**config.mk**
```make
export PLATFORM = sky130hd
export DESIGN_NAME = mem_arbiter_flat
export DESIGN_NICKNAME = d
export VERILOG_FILES = /design/src/rtl/mem_arbiter_if.sv /design/src/rtl/mem_arbiter.sv /design/src/flat_wrapper.sv
export SDC_FILE = /design/constraint.sdc
export NUM_CORES = 1
export LEC_CHECK = 0
export CAP_MARGIN = 20
export CORE_AREA = 2 2 333 335
export CTS_CLUSTER_SIZE = 8
export DETAILED_ROUTE_END_ITERATION = 16
export DIE_AREA = 0 0 335 337
export GPL_ROUTABILITY_DRIVEN = 0
export PLACE_DENSITY = 0.38
export SETUP_SLACK_MARGIN = 0.1
export SLEW_MARGIN = 40
export SYNTH_ARGS = -nofsm -noshare
export SYNTH_HDL_FRONTEND = slang
export SYNTH_SLANG_ARGS = --single-unit
```
**constraint.sdc**
```tcl
create_clock -name clk -period 1.4 [get_ports clk]
set_input_delay 0.28 -clock clk [delete_from_list [all_inputs] [get_ports clk]]
set_output_delay 0.28 -clock clk [all_outputs]
set_load 0.02 [all_outputs]
```
**src/rtl/mem_arbiter_if.sv**
```systemverilog
// Bus bundle between the I-cache, D-cache, shared memory and the arbiter.
// The slave modport is the arbiter's view: it serves the two cache
// requesters and forwards the granted one onto the memory side. The master
// modport is the view of the surrounding system (caches plus memory).
interface mem_arbiter_if #(
    parameter int ADDR_W = 28,
    parameter int DATA_W = 128
);
    // I-cache requester
    logic              i_read;
    logic              i_write;
    logic [ADDR_W-1:0] i_addr;
    logic [DATA_W-1:0] i_wdata;
    logic [DATA_W-1:0] i_rdata;
    logic              i_ready;

    // D-cache requester
    logic              d_read;
    logic              d_write;
    logic [ADDR_W-1:0] d_addr;
    logic [DATA_W-1:0] d_wdata;
    logic [DATA_W-1:0] d_rdata;
    logic              d_ready;

    // Shared memory port
    logic              mem_read;
    logic              mem_write;
    logic [ADDR_W-1:0] mem_addr;
    logic [DATA_W-1:0] mem_wdata;
    logic [DATA_W-1:0] mem_rdata;
    logic              mem_ready;

    modport slave (
        input  i_read, i_write, i_addr, i_wdata,
        input  d_read, d_write, d_addr, d_wdata,
        input  mem_rdata, mem_ready,
        output i_rdata, i_ready, d_rdata, d_ready,
        output mem_read, mem_write, mem_addr, mem_wdata
    );

    modport master (
        output i_read, i_write, i_addr, i_wdata,
        output d_read, d_write, d_addr, d_wdata,
        output mem_rdata, mem_ready,
        input  i_rdata, i_ready, d_rdata, d_ready,
        input  mem_read, mem_write, mem_addr, mem_wdata
    );
endinterface

```
**src/rtl/mem_arbiter.sv**
```systemverilog
// Two-requester round-robin arbiter for a single shared memory port.
// A grant is held for a whole transaction (until mem_ready, or until the
// granted requester withdraws its strobes); every transaction is followed by
// one IDLE cycle, where the next winner is picked. Ties alternate using a
// one-bit last-grant register that resets to D so that I wins the first tie.
module mem_arbiter #(
    parameter int ADDR_W = 28,
    parameter int DATA_W = 128
) (
    input  logic          clk,
    input  logic          proc_reset,
    mem_arbiter_if.slave  bus
);

    typedef enum logic [1:0] {
        IDLE  = 2'd0,
        GNT_I = 2'd1,
        GNT_D = 2'd2
    } state_e;

    localparam logic LAST_I = 1'b0;
    localparam logic LAST_D = 1'b1;

    state_e            state_q, state_d;
    logic              last_gnt_q, last_gnt_d;

    logic              i_pend;
    logic              d_pend;

    logic              mem_read_c;
    logic              mem_write_c;
    logic [ADDR_W-1:0] mem_addr_c;
    logic [DATA_W-1:0] mem_wdata_c;
    logic              i_ready_c;
    logic              d_ready_c;

    assign i_pend = bus.i_read | bus.i_write;
    assign d_pend = bus.d_read | bus.d_write;

    // State and round-robin history registers; reset acts without a clock.
    // NOTE: sequential state uses non-blocking assignments so every flop
    // samples the pre-edge value of its inputs regardless of statement order.
    always_ff @(posedge clk or posedge proc_reset) begin
        if (proc_reset) begin
            state_q    <= IDLE;
            last_gnt_q <= LAST_D;
        end else begin
            state_q    <= state_d;
            last_gnt_q <= last_gnt_d;
        end
    end

    // Next-state: pick a winner in IDLE, hold the grant until done/withdrawn.
    // NOTE: every variable gets a default first so no path leaves it
    // unassigned, which would otherwise infer a latch.
    always_comb begin
        state_d    = state_q;
        last_gnt_d = last_gnt_q;
        unique case (state_q)
            IDLE: begin
                // I wins when alone, or on a tie when D was served last.
                if (i_pend && (!d_pend || last_gnt_q == LAST_D)) begin
                    state_d    = GNT_I;
                    last_gnt_d = LAST_I;
                end else if (d_pend) begin
                    state_d    = GNT_D;
                    last_gnt_d = LAST_D;
                end
            end
            GNT_I: begin
                if (bus.mem_ready || !i_pend) begin
                    state_d = IDLE;
                end
            end
            GNT_D: begin
                if (bus.mem_ready || !d_pend) begin
                    state_d = IDLE;
                end
            end
            default: begin
                state_d = IDLE;
            end
        endcase
    end

    // Output mux: route the granted requester to memory, return its ready.
    // A simultaneous read+write is issued as a write only.
    always_comb begin
        mem_read_c  = 1'b0;
        mem_write_c = 1'b0;
        mem_addr_c  = '0;
        mem_wdata_c = '0;
        i_ready_c   = 1'b0;
        d_ready_c   = 1'b0;
        unique case (state_q)
            GNT_I: begin
                mem_write_c = bus.i_write;
                mem_read_c  = bus.i_read & ~bus.i_write;
                mem_addr_c  = bus.i_addr;
                mem_wdata_c = bus.i_wdata;
                i_ready_c   = bus.mem_ready;
            end
            GNT_D: begin
                mem_write_c = bus.d_write;
                mem_read_c  = bus.d_read & ~bus.d_write;
                mem_addr_c  = bus.d_addr;
                mem_wdata_c = bus.d_wdata;
                d_ready_c   = bus.mem_ready;
            end
            default: begin
                // IDLE (and reset, which forces IDLE): memory port quiet.
            end
        endcase
    end

    assign bus.mem_read  = mem_read_c;
    assign bus.mem_write = mem_write_c;
    assign bus.mem_addr  = mem_addr_c;
    assign bus.mem_wdata = mem_wdata_c;
    assign bus.i_ready   = i_ready_c;
    assign bus.d_ready   = d_ready_c;

    // Read data is broadcast; only the requester seeing ready consumes it.
    assign bus.i_rdata   = bus.mem_rdata;
    assign bus.d_rdata   = bus.mem_rdata;

endmodule

```
**src/flat_wrapper.sv**
```systemverilog
// flat-port wrapper written by rule: the top's interface ports become plain ports
module mem_arbiter_flat 
#(
    parameter int ADDR_W = 28,
    parameter int DATA_W = 128
)
  (clk, proc_reset, bus_i_read, bus_i_write, bus_i_addr, bus_i_wdata, bus_d_read, bus_d_write, bus_d_addr, bus_d_wdata, bus_mem_rdata, bus_mem_ready, bus_i_rdata, bus_i_ready, bus_d_rdata, bus_d_ready, bus_mem_read, bus_mem_write, bus_mem_addr, bus_mem_wdata);
  mem_arbiter_if #(.ADDR_W(ADDR_W), .DATA_W(DATA_W)) bus_i ();
  input  logic clk;
  input  logic proc_reset;
  input wire logic [$bits(bus_i.i_read)-1:0] bus_i_read;
  input wire logic [$bits(bus_i.i_write)-1:0] bus_i_write;
  input wire logic [$bits(bus_i.i_addr)-1:0] bus_i_addr;
  input wire logic [$bits(bus_i.i_wdata)-1:0] bus_i_wdata;
  input wire logic [$bits(bus_i.d_read)-1:0] bus_d_read;
  input wire logic [$bits(bus_i.d_write)-1:0] bus_d_write;
  input wire logic [$bits(bus_i.d_addr)-1:0] bus_d_addr;
  input wire logic [$bits(bus_i.d_wdata)-1:0] bus_d_wdata;
  input wire logic [$bits(bus_i.mem_rdata)-1:0] bus_mem_rdata;
  input wire logic [$bits(bus_i.mem_ready)-1:0] bus_mem_ready;
  output wire logic [$bits(bus_i.i_rdata)-1:0] bus_i_rdata;
  output wire logic [$bits(bus_i.i_ready)-1:0] bus_i_ready;
  output wire logic [$bits(bus_i.d_rdata)-1:0] bus_d_rdata;
  output wire logic [$bits(bus_i.d_ready)-1:0] bus_d_ready;
  output wire logic [$bits(bus_i.mem_read)-1:0] bus_mem_read;
  output wire logic [$bits(bus_i.mem_write)-1:0] bus_mem_write;
  output wire logic [$bits(bus_i.mem_addr)-1:0] bus_mem_addr;
  output wire logic [$bits(bus_i.mem_wdata)-1:0] bus_mem_wdata;
  assign bus_i.i_read = bus_i_read;
  assign bus_i.i_write = bus_i_write;
  assign bus_i.i_addr = bus_i_addr;
  assign bus_i.i_wdata = bus_i_wdata;
  assign bus_i.d_read = bus_d_read;
  assign bus_i.d_write = bus_d_write;
  assign bus_i.d_addr = bus_d_addr;
  assign bus_i.d_wdata = bus_d_wdata;
  assign bus_i.mem_rdata = bus_mem_rdata;
  assign bus_i.mem_ready = bus_mem_ready;
  assign bus_i_rdata = bus_i.i_rdata;
  assign bus_i_ready = bus_i.i_ready;
  assign bus_d_rdata = bus_i.d_rdata;
  assign bus_d_ready = bus_i.d_ready;
  assign bus_mem_read = bus_i.mem_read;
  assign bus_mem_write = bus_i.mem_write;
  assign bus_mem_addr = bus_i.mem_addr;
  assign bus_mem_wdata = bus_i.mem_wdata;
  mem_arbiter #(.ADDR_W(ADDR_W), .DATA_W(DATA_W)) u_core (.clk(clk), .proc_reset(proc_reset), .bus(bus_i));
endmodule
```
==> run_results.csv, run 1 <==
group,metric,value,unit
outcome,status,"finished, violations left",
outcome,violations,"negative setup slack",
sta,hold_viol,0,
critical_path,critPathMaxStageDelay,410,ps
worst_hold_path,min_path_type,"in -> async",
synthesis,yosysSeqAreaShare,1.62,%
synthesis,async_flop_share,100,%
sta,finalClockSkew,2.41,ps
routing,wl_per_cell,22.7,µm
synthesis,synth_nets,1104,
routing,drt_pass1_iterations,4,
synthesis,synth-main-ff-cell,"dfrtp_1",
floorplanning,core_area,0.110,mm²
routing,final_antenna_net_count,0,
critical_path,crit_type,"reg -> out",
critical_path,crit_chain,"inv_2 > ha_4 > buf_12 > buf_16 > buf_12 > a22oi_2 > nor2b_2 > buf_12",
global_routing,grt_pass1_vias,6633,
floorplanning,dieArea,0.113,mm²
global_routing,grt_max_degree,21,
sta,worst_pin_slew,410,ps
floorplanning,die_x,335,µm
place,port_buffers,478,
synthesis,synth_top_area_cell,"buf_4",
power,vdd.ir_drop.worst,0.838,mV
place,dp.final_hpwl,41.9,mm
final_layout,fillers,12400,
global_routing,grt_usage,8.91,%
floorplanning,row_count,122,
sta,relSlewSlack,72.7,%
clocking,clockBufferDepth,2,
global_routing,antenna_found_initial,11,
flow_run,max-cap-violations,0,
sta,period_share,162,%
sta,setup_viol,162,
critical_path,critPathMaxFanout,10,
sta,grt_setup_unrepaired,"yes",
routing,drt_iter0_markers,174,
clocking,cts_tree,"done",
power,p_total,28400,µW
final_layout,area_growth,195,%
routing,vias,6130,
critical_path,crit_top_cell,"buf_12",
final_layout,nets,1428,
final_layout,fin_util,12.7,%
floorplanning,ios,863,
routing,via_per_inst,2.55,
global_routing,grt-ovfl-total,0,
critical_path,startpoint_type,"flip-flop",
synthesis,synth_area_leaders,"buf_4, a22oi_1, nor2b_1, buf_6, buf_2",
final_layout,drive_above_1_share,64.9,%
clocking,cts_root_buf,"clkbuf_16",
global_routing,grt_pass1_wl,65.7,mm
power,p_per_area,2040,mW/mm²
floorplanning,start_util,4.30,%
synthesis,ys_warn_count,0,
sta,final_max_slew_viol_count,0,
routing,drc_errors,0,
clocking,htreeDepth,1,
critical_path,worstPathArrival,1990,ps
power,p_leak,0.00464,µW
clocking,cts_buffers,3,
synthesis,syn_avg_cell_area,7.20,µm²
critical_path,end_kind,"primary output",
sta,period_minus_slack,2270,ps
clocking,cts_num_sinks,3,
synthesis,synth_cell_types,26,
clocking,clkSlewWorstSetupHoldPaths,30,ps
sta,max_freq,441,MHz
floorplanning,fp.dieH,337,µm
synthesis,synth_cells,654,
synthesis,synth-seq-cells,3,
critical_path,crit_required,1120,ps
synthesis,synthesis.area,0.00471,mm²
clocking,clk_latency,220,ps
sta,worst_slack,-866,ps
critical_path,cp_slowest_cell,"dfrtp_1",
synthesis,synth_edf_count,0,
routing,drt_wl_total,54.7,mm
synthesis,synth_top_area_share,41.1,%
## sequential cells by signal (all words and copies together) (netlist names)
register,count
u_core.state_q,2
u_core.last_gnt_q,1
## Yosys cell counts (2+ instances only)
cell type / n
a22oi_1: 158
buf_4: 258
nor2_1: 3
and2_1: 3
inv_1: 3
a21oi_1: 2
buf_6: 17
ha_1: 3
nor2b_1: 157
dfrtp_1: 2
buf_2: 20
clkbuf_1: 14
## worst max-delay path, delay by kind of cell, from the launching register on
| family | cells | cell delay (ps) |
|---|---|---|
| buffers and inverters | 5 | 710 |
| DFF | 1 | 410 |
| AOI/OAI and AO/OA | 1 | 330 |
| adders and majority gates | 1 | 180 |
| and+or+nand+nor | 1 | 110 |
## cell families (layout without fill, tap and decap cells)
kind of cell / after synthesis / count (layout) / synth area share [%]
flops: 3 / 3 / 1.62
buf+inv: 312 / 635 / 48.7
fa+ha+maj: 3 / 3 / 0.797
simple gates: 169 / 169 / 22.4
other cells: 0 / 3 / 0
compound gates: 167 / 167 / 26.6
## per-layer routing
layer | global-route usage (%) | wire (µm) | part of all wire (%)
met1 | 11.0 | 23200 | 42
met2 | 13.3 | 22900 | 42
met3 | 4.77 | 6920 | 13
met4 | 2.33 | 1520 | 2.8
met5 | 0.596 | 144 | 0.26
## final cells by class
type | count | area (µm²) | area share [%]
tap | 1426 | 1780 | 12.8
multi-input combinational | 339 | 4030 | 28.9
antenna | 3 | 7.51 | 0.0540
timing repair buffer | 628 | 7930 | 57.0
inverter | 3 | 11.3 | 0.0809
clock buffer | 4 | 78.8 | 0.567
sequential | 3 | 76.3 | 0.549
## worst paths after layout
path / startpoint / end / slack, ps / cells past startpoint
min in group clk: u_core.last_gnt_q / u_core.last_gnt_q / 510 / 2
hold reg to reg: u_core.last_gnt_q / u_core.last_gnt_q / 510 / 2
hold / removal: proc_reset / u_core.state_q[1] / 250 / 2
setup / recovery: u_core.state_q[1] / bus_mem_wdata[86] / -870 / 8
setup reg to reg: u_core.state_q[1] / u_core.state_q[0] / -350 / 7
max in group asynchronous: proc_reset / u_core.last_gnt_q / 940 / 2
## power breakdown
part | switching [µW] | internal, µW
Sequential | 38.4 | 139
Combinational | 12300 | 15500
Clock | 76.2 | 376
## stage by stage
stage | cells | setup WS [ps] | hold WS, ps | setup TNS, ps | cell area [µm²]
finish | 2406 | -866 | 248 | -115730 | 13900
global route | 2403 | -958 | 271 | -128940 | 13900
floorplan | 654 | -226 | 32.9 | -29490 | 5520
global placement | 2295 | -906 | 488 | -111640 | 11000
detailed placement | 2295 | -915 | 489 | -113430 | 11000
CTS | 2359 | -896 | 263 | -120360 | 12900
## layout by cell type, fill, tap and decap left out, types with 2 or more instances in the layout
cell,instances
bufbuf_16,2
clkdlybuf4s50_1,318
ha_4,3
diode_2,3
buf_12,108
buf_4,43
inv_2,2
clkbuf_16,9
nor2_1,2
a22oi_1,8
and2_4,3
nor2b_4,98
buf_16,19
a22oi_2,150
dfrtp_1,2
buf_6,119
nor2b_2,59
buf_8,11
## repair_timing
item	4_1_cts	5_1_grt
buffers inserted	44	40
hold buffers	0	0
cloned	16	7
endpoints found under the setup margin	162	163
pin swaps	86	35
resized for setup	486	247
No activity file was read; power rests on OpenSTA's default activity.
==> run 2: changes to the inputs <==
--- a/config.mk
+++ b/config.mk
@@ -13,6 +13,7 @@
 export GPL_ROUTABILITY_DRIVEN = 0
 export PLACE_DENSITY = 0.38
 export SETUP_SLACK_MARGIN = 0.1
+export SKIP_LAST_GASP = 1
 export SLEW_MARGIN = 40
 export SYNTH_ARGS = -nofsm -noshare
 export SYNTH_HDL_FRONTEND = slang
==> run 2 against run 1 <==
- wire length is essentially flat
- setup slack worse by 56 ps
- clock power barely moved
- the run still ends with negative setup slack left
- global-route usage is essentially flat
- highest routed layer unchanged
- maximum frequency down 2.4%
- sequential share of layout area about the same
- critical path type unchanged
- largest cell class unchanged
- die area unchanged
==> run_results.csv, run 2 (synthesis results as in run 1) <==
group,metric,value,unit
place,port_buffers,478,
critical_path,worstSetupStartpoint,"u_core.state_q[1]",
sta,hold_viol,0,
final_layout,area_growth,189,%
final_layout,final_common_cell,"clkdlybuf4s50_1",
outcome,violations,"negative setup slack",
place,placed_cells,2295,
clocking,cts_root_buf,"clkbuf_16",
routing,drt_pass1_iterations,4,
critical_path,end_kind,"primary output",
routing,drt_wl_total,54.8,mm
clocking,htreeDepth,1,
sta,relSlewSlack,68.3,%
sta,fin_hold_ws,250,ps
sta,period_minus_slack,2320,ps
power,p_per_area,2030,mW/mm²
floorplanning,row_count,122,
sta,setup_viol,162,
routing,wl_per_cell,22.8,µm
final_layout,fillers,12500,
final_layout,largest-register,"u_core.state_q",
outcome,status,"finished, violations left",
sta,grt_setup_unrepaired,"yes",
clocking,cts_tree,"done",
routing,drc_errors,0,
clocking,cts_num_sinks,3,
critical_path,worstPathArrival,2040,ps
critical_path,critPathMaxFanout,10,
floorplanning,core_area,0.110,mm²
critical_path,crit_required,1120,ps
global_routing,grt-ovfl-total,0,
global_routing,grt_usage,8.91,%
floorplanning,die_x,335,µm
clocking,ctsHoldBuffers,0,
routing,drt_iter0_markers,136,
final_layout,largest_reg_flops,2,
final_layout,nets,1427,
power,vdd.ir_drop.worst,0.823,mV
final_layout,reg.largest.list,"u_core.state_q (2), u_core.last_gnt_q (1)",
sta,finalClockSkew,2.41,ps
sta,final_max_slew_viol_count,0,
final_layout,mostFrequentLayoutCells,"clkdlybuf4s50_1, a22oi_2, buf_12",
global_routing,grt_max_degree,21,
global_routing,grt_pass1_vias,6631,
final_layout,fin_area,0.0136,mm²
global_routing,grt_pass1_wl,65.7,mm
sta,period_share,166,%
sta,worst_slack,-922,ps
final_layout,drive_above_1_share,63.4,%
critical_path,crit_type,"reg -> out",
worst_hold_path,min_path_type,"in -> async",
power,p_leak,0.00455,µW
sta,worst_pin_slew,476,ps
clocking,clk_latency,220,ps
place,dp.final_hpwl,41.9,mm
final_layout,stdcell_count,2405,
clocking,cts_buffers,3,
global_routing,antenna_found_initial,11,
floorplanning,dieArea,0.113,mm²
critical_path,startpoint_type,"flip-flop",
flow_run,max-cap-violations,0,
floorplanning,start_util,4.30,%
power,p_total,27700,µW
critical_path,timing.rr.start,"u_core.state_q[1]",
sta,max_freq,431,MHz
routing,vias,6133,
clocking,clockBufferDepth,2,
floorplanning,ios,863,
floorplanning,fp.dieH,337,µm
place,dpl_cell_area,0.0110,mm²
routing,via_per_inst,2.55,
clocking,clkSlewWorstSetupHoldPaths,30,ps
routing,final_antenna_net_count,0,
-- run 2: path summary, 6_finish.rpt --
path / to / slack, ps / cells after the start
setup / recovery: bus_mem_wdata[86] / -920 / 8
hold / removal: u_core.state_q[1] / 250 / 2
setup reg to reg: u_core.state_q[0] / -370 / 7
hold reg to reg: u_core.last_gnt_q / 510 / 2
max in group asynchronous: u_core.last_gnt_q / 940 / 2
min in group clk: u_core.last_gnt_q / 510 / 2
-- run 2: timing repair --
| item | CTS | global route |
|---|---|---|
| resized for setup | 450 | 220 |
| pin swaps | 85 | 34 |
| setup endpoints to repair | 162 | 163 |
| gates cloned | 16 | 6 |
| buffers inserted | 44 | 41 |
-- run 2: where the power goes --
group / internal (µW) / switching [µW]
Combinational: 15000 / 12100
Sequential: 139 / 38.4
Clock: 376 / 76.2
Total: 15500 / 12200
-- run 2: metrics by stage --
stage	setup TNS (ps)	utilization, %	setup slack [ps]
floorplan	-29490	-	-226
global route	-129820	12.4	-958
CTS	-121770	11.7	-896
finish	-116650	12.4	-922
global placement	-111640	10.0	-906
detailed placement	-113430	10.0	-915
-- run 2: layer usage --
metal  GRT usage, %  part of all wire [%]  vias to the layer above
li1               -                     -                     2662
met1           11.0                    42                     2773
met2           13.3                    42                      614
met3           4.77                    13                       74
met4           2.33                   2.8                       10
met5          0.596                  0.26                        -
-- run 2: area by class of cell --
type                       instances  area (µm²)  area share, %
timing repair buffer             627        7780           57.1
multi-input combinational        339        3890           28.6
tap                             1426        1780           13.1
clock buffer                       4        78.8          0.578
sequential                         3        76.3          0.560
inverter                           3        11.3         0.0826
antenna                            3        7.51         0.0551
-- run 2: worst max-delay path, cell delays in order, from the launching register on --
cell	delay, ps
dfrtp_1	410
inv_2	100
ha_4	180
buf_12	150
buf_16	160
buf_12	150
a22oi_2	380
nor2b_2	110
buf_12	160
